## config.mk

```make
export PLATFORM = sky130hd
export DESIGN_NAME = frame_scheduler
export DESIGN_NICKNAME = d
export VERILOG_FILES = /design/src/rtl/frame_scheduler.sv
export SDC_FILE = /design/constraint.sdc
export NUM_CORES = 1
export LEC_CHECK = 0
export ABC_AREA = 1
export CORE_AREA = 2 2 65 67
export CTS_CLUSTER_SIZE = 8
export DETAILED_ROUTE_END_ITERATION = 16
export DIE_AREA = 0 0 67 69
export PLACE_DENSITY = 0.83
export SLEW_MARGIN = 20
export SYNTH_ARGS = -nofsm -noshare
export SYNTH_HDL_FRONTEND = slang
export SYNTH_SLANG_ARGS = --single-unit
```

## constraint.sdc

```tcl
create_clock -name clock -period 1.99 [get_ports clock]
set_clock_uncertainty 0.1 [all_clocks]
set_input_delay 0.398 -clock clock [delete_from_list [all_inputs] [get_ports clock]]
set_output_delay 0.398 -clock clock [all_outputs]
set_load 0.01 [all_outputs]
```

## src/rtl/frame_scheduler.sv

```systemverilog
// frame_scheduler: turns divider ticks into erase/update/draw req/ack phases; FRAME_SCHED_FPS_EN adds an fps measurement
module frame_scheduler #(
  parameter int COUNT_W = 25,
  parameter int ONE_SEC = 50000000
) (
  input  logic               clock,
  input  logic               resetn,
  input  logic [COUNT_W-1:0] send_counter,
  input  logic               enable,
  output logic [1:0]         phase,
  output logic               req,
  input  logic               ack,
  output logic               frame_busy,
  output logic [15:0]        frame_count,
  output logic [7:0]         drop_count
`ifdef FRAME_SCHED_FPS_EN
  ,
  output logic [7:0]         fps
`endif
);
  localparam logic [1:0] S_IDLE = 2'd0;
  localparam logic [1:0] S_DRAW = 2'd3;
  logic [1:0]  r_state, w_state_nxt;
  logic        r_req, w_req_nxt;
  logic        r_zero_q;
  logic [15:0] r_frame_count;
  logic [7:0]  r_drop_count;
  logic        w_zero, w_tick, w_done;
  assign w_zero = send_counter == '0;
  assign w_tick = w_zero && !r_zero_q;
  // Remember last cycle's zero so a count held at zero ticks only once
  always_ff @(posedge clock or negedge resetn)
    if (!resetn) r_zero_q <= 1'b0;
    else r_zero_q <= w_zero;
  // State register: current phase and the registered request
  always_ff @(posedge clock or negedge resetn)
    if (!resetn) begin
      r_state <= S_IDLE;
      r_req   <= 1'b0;
    end else begin
      r_state <= w_state_nxt;
      r_req   <= w_req_nxt;
    end
  // Next state: enabled tick starts a frame; req/ack low-low ends a phase and DRAW+1 wraps to IDLE
  always_comb begin
    w_state_nxt = r_state;
    w_req_nxt   = r_req;
    if (r_state == S_IDLE) begin
      w_state_nxt = (w_tick && enable) ? 2'd1 : S_IDLE;
      w_req_nxt   = w_tick && enable;
    end else if (r_req && ack) begin
      w_req_nxt = 1'b0;
    end else if (!r_req && !ack) begin
      w_state_nxt = r_state + 2'd1;
      w_req_nxt   = r_state != S_DRAW;
    end
  end
  // Outputs decoded straight from the state register
  always_comb begin
    phase       = r_state;
    req         = r_req;
    frame_busy  = r_state != S_IDLE;
    frame_count = r_frame_count;
    drop_count  = r_drop_count;
    w_done      = (r_state == S_DRAW) && !r_req && !ack;
  end
  // Completed frames wrap; ticks arriving while busy saturate the drop count
  always_ff @(posedge clock or negedge resetn)
    if (!resetn) begin
      r_frame_count <= '0;
      r_drop_count  <= '0;
    end else begin
      if (w_done) r_frame_count <= r_frame_count + 16'd1;
      if (w_tick && r_state != S_IDLE && r_drop_count != 8'hFF) r_drop_count <= r_drop_count + 8'd1;
    end
`ifdef FRAME_SCHED_FPS_EN
  localparam int WIN_W = (ONE_SEC > 1) ? $clog2(ONE_SEC) : 1;
  localparam logic [WIN_W-1:0] WIN_LAST = WIN_W'(ONE_SEC - 1);
  logic [WIN_W-1:0] r_win;
  logic [7:0]       r_acc, r_fps, w_acc_inc;
  assign w_acc_inc = (w_done && r_acc != 8'hFF) ? r_acc + 8'd1 : r_acc;
  assign fps       = r_fps;
  // Window counter; on wrap publish the window's count (including a frame ending now) and restart
  always_ff @(posedge clock or negedge resetn)
    if (!resetn) begin
      r_win <= '0;
      r_acc <= '0;
      r_fps <= '0;
    end else if (r_win == WIN_LAST) begin
      r_win <= '0;
      r_acc <= '0;
      r_fps <= w_acc_inc;
    end else begin
      r_win <= r_win + WIN_W'(1);
      r_acc <= w_acc_inc;
    end
`endif
endmodule
```

==> results of run 1 <==
worst max-delay path by stage:
stage	startpoint	end	slack (ps)	cells past startpoint
finish	drop_count[4]$_DFFE_PN0P_	drop_count[4]	170	1
detailed placement	ack	frame_count[11]$_DFFE_PN0P_	90	6
CTS	drop_count[4]$_DFFE_PN0P_	drop_count[4]	150	1
global placement	ack	frame_count[11]$_DFFE_PN0P_	110	6
floorplan	drop_count[0]$_DFFE_PN0P_	drop_count[7]$_DFFE_PN0P_	420	7
global route	phase[1]$_DFFE_PN0P_	frame_busy	130	4
cells in the mapped netlist:
master / number / area share
nor2_2: 4 / 0.015
nand4_1: 13 / 0.048
a21oi_1: 1 / 0.0030
nand3_2: 1 / 0.0060
a21oi_2: 2 / 0.010
xor2_1: 11 / 0.057
dfrtp_1: 28 / 0.42
nand3_1: 11 / 0.033
inv_4: 1 / 0.0037
buf_6: 1 / 0.0067
nor3_2: 1 / 0.0060
ha_1: 4 / 0.030
nor3_1: 4 / 0.012
buf_2: 1 / 0.0030
a21oi_4: 1 / 0.0097
inv_2: 1 / 0.0022
o21ai_1: 4 / 0.012
o21ai_0: 3 / 0.0089
nand3b_1: 1 / 0.0045
or2_1: 1 / 0.0037
inv_1: 24 / 0.054
and2_0: 1 / 0.0037
o211ai_1: 1 / 0.0045
nand2_2: 1 / 0.0037
nor2_1: 28 / 0.062
xnor2_1: 4 / 0.021
nand2_1: 67 / 0.15
nand3_4: 1 / 0.010
metrics by stage:
step | cells | setup slack, ps | hold slack, ps | instance area (µm²)
detailed placement | 330 | 94.8 | 415 | 2330
floorplan | 221 | 416 | 2.41 | 1680
finish | 335 | 168 | 406 | 2400
CTS | 335 | 155 | 412 | 2400
global route | 335 | 133 | 433 | 2400
global placement | 330 | 112 | 409 | 2330
per-layer routing:
metal / part of all wire / vias up
li1: - / 827
met1: 0.41 / 752
met2: 0.54 / 64
met3: 0.052 / 4
met4: 0.0063 / 0
met5: 0 / -
cells by family after synthesis:
group,count (synthesis),share of synthesized area
and+or+nand+nor,134,0.358
buffers and inverters,28,0.0692
DFF,28,0.417
xor gates and xnor gates,15,0.0781
AOI/OAI and AO/OA,12,0.0484
adders and majority gates,4,0.0298
sequential cells by signal, summed over array words and instances, names as in the netlist:
| name | count |
|---|---|
| frame_count | 16 |
| drop_count | 8 |
| r_zero_q | 1 |
| phase | 2 |
| req | 1 |
cell type report:
cell class | count | area, µm² | share of cell area
inverters | 26 | 100 | 0.0416
well taps | 50 | 62.6 | 0.0260
multi-input cells | 165 | 865 | 0.360
clock inverters | 1 | 30.0 | 0.0125
clock buffers | 3 | 41.3 | 0.0172
repair buffers | 62 | 604 | 0.251
flip-flops and latches | 28 | 701 | 0.292
timing repair:
item | 4_1_cts | 5_1_grt
setup endpoints to repair | 1 | 0
buffers inserted | 1 | 0
resized for setup | 1 | 0
power by group:
| part | total (mW) | internal (mW) | leakage, nW | switching, mW |
|---|---|---|---|---|
| clock network | 0.447 | 0.269 | 0.0357 | 0.178 |
| registers | 0.804 | 0.677 | 0.370 | 0.127 |
| logic | 0.854 | 0.438 | 0.678 | 0.416 |
==> impl_metrics.csv, run 1 <==
group,metric,value,unit
power,power,2.11,mW
grt,overflow,0,
sta,relSlewSlack,0.757,
worst_setup_path,cp-end-kind,"primary output",
worst_setup_path,path_buf_inv,1,
worst_hold_path,hp-class,"in -> async",
worst_setup_path,path_cells,"clkdlybuf4s50_1",
worst_setup_path,required,1490,ps
detailed_routing,routedWlPerCell,11.4,µm
grt,grt_pass1_wl,6700,µm
worst_setup_path,ff2ff_path_depth,7,
yosys,synthDistinctLibCells,28,
finish,final_util,0.614,
yosys,avgSynthCellArea,7.61,µm²
clock_tree,clkTransAtPathRegs,100,ps
finish,nets,319,
worst_setup_path,crit_path_max_incr_delay,580,ps
sta,fmax,549,MHz
finish,antennaDiodeCount,0,
worst_setup_path,reg2reg_from,"drop_count[0]$_DFFE_PN0P_",
clock_tree,cts_buffers,3,
yosys,ys_seq_elements,28,
floorplan,core-area,0.00391,mm²
yosys,yosys_warnings,0,
grt,groute.layer.met1.usage,0.223,
worst_setup_path,cp_top_family,"buffers and inverters",
floorplan,floorplan.initialDensity,0.430,
power,power_density,876,mW/mm²
power,p_leak,1.08,nW
placed_design,gp_congestion,0.892,
sta,drv_slew,0,
sta,worst_pin_slew,364,ps
detailed_routing,wirelength,3820,µm
worst_setup_path,worst-path-max-fanout,5,
detailed_routing,via_per_inst,4.92,
sta,finalHoldViolations,0,
floorplan,die_w,67,µm
detailed_routing,num_vias,1647,
worst_setup_path,critPathKind,"reg -> out",
outcome,status,"completed",
finish,drive_above_1_share,0.0807,
floorplan,dieArea,0.00462,mm²
yosys,synthesis.nets,254,
clock_tree,cts_tree,"done",
grt,grt_util_met3,0.0245,
grt,grt_max_degree,29,
finish,final.fill_count,376,
job,cap_violations,0,
worst_setup_path,worst_ep_arrival_time,1320,ps
sta,tns,0,ps
yosys,synthCells,221,
worst_setup_path,cp_slowest_cell,"clkdlybuf4s50_1",
clock_tree,cts_sinks,28,
sta,setup_viol,0,
worst_setup_path,r2r_end,"drop_count[5]$_DFFE_PN0P_",
placed_design,portBuffers,56,
grt,antenna_found_initial,0,
worst_setup_path,critPathLaunchType,"flip-flop",
sta,fin_crit,1820,ps
finish,final_common_cell,"nand2_1",
detailed_routing,first_pass_iters,4,
detailed_routing,ant_nets,0,
detailed_routing,drc,0,
grt,grt_usage,0.180,
detailed_routing,drt_first_iter_violations,64,
yosys,synth_area,0.00168,mm²
yosys,synth_seq_area_share,0.417,
floorplan,num_rows,23,
finish,layout_common_cells,"67 x nand2_1, 55 x clkdlybuf4s50_1, 28 x nor2_1, 28 x dfrtp_1, 24 x inv_1",
clock_tree,htree_levels,1,
placed_design,hpwl,3020,µm
power,max-vdd-ir-drop,0.000483,V
clock_tree,clk_latency,270,ps
grt,grt-busiest-layer,"met2",
grt,grtUsageMet2,0.320,
clock_tree,clock_path_buffers,2,
grt,grt_pass1_vias,1589,
sta,rsz0062_at_grt,"no",
floorplan,num_io_pins,57,
clock_tree,holdBufCountCts,0,
sta,period_share,0.916,
worst_setup_path,rrSetupSlack,350,ps
finish,areaGrowthSynthToFinish,42.9,%
clock_tree,cts_root_buffer,"clkbuf_8",
floorplan,die_y,69,µm
(Power assumes the default switching activity.)
==> inputs of run 2 (changes only) <==
--- a/config.mk
+++ b/config.mk
@@ -10,6 +10,7 @@
 export CTS_CLUSTER_SIZE = 8
 export DETAILED_ROUTE_END_ITERATION = 16
 export DIE_AREA = 0 0 67 69
+export GPL_ROUTABILITY_DRIVEN = 0
 export PLACE_DENSITY = 0.83
 export SLEW_MARGIN = 20
 export SYNTH_ARGS = -nofsm -noshare
==> results of run 2 <==
The final DEF is identical to that of run 1; final timing and power are the same.
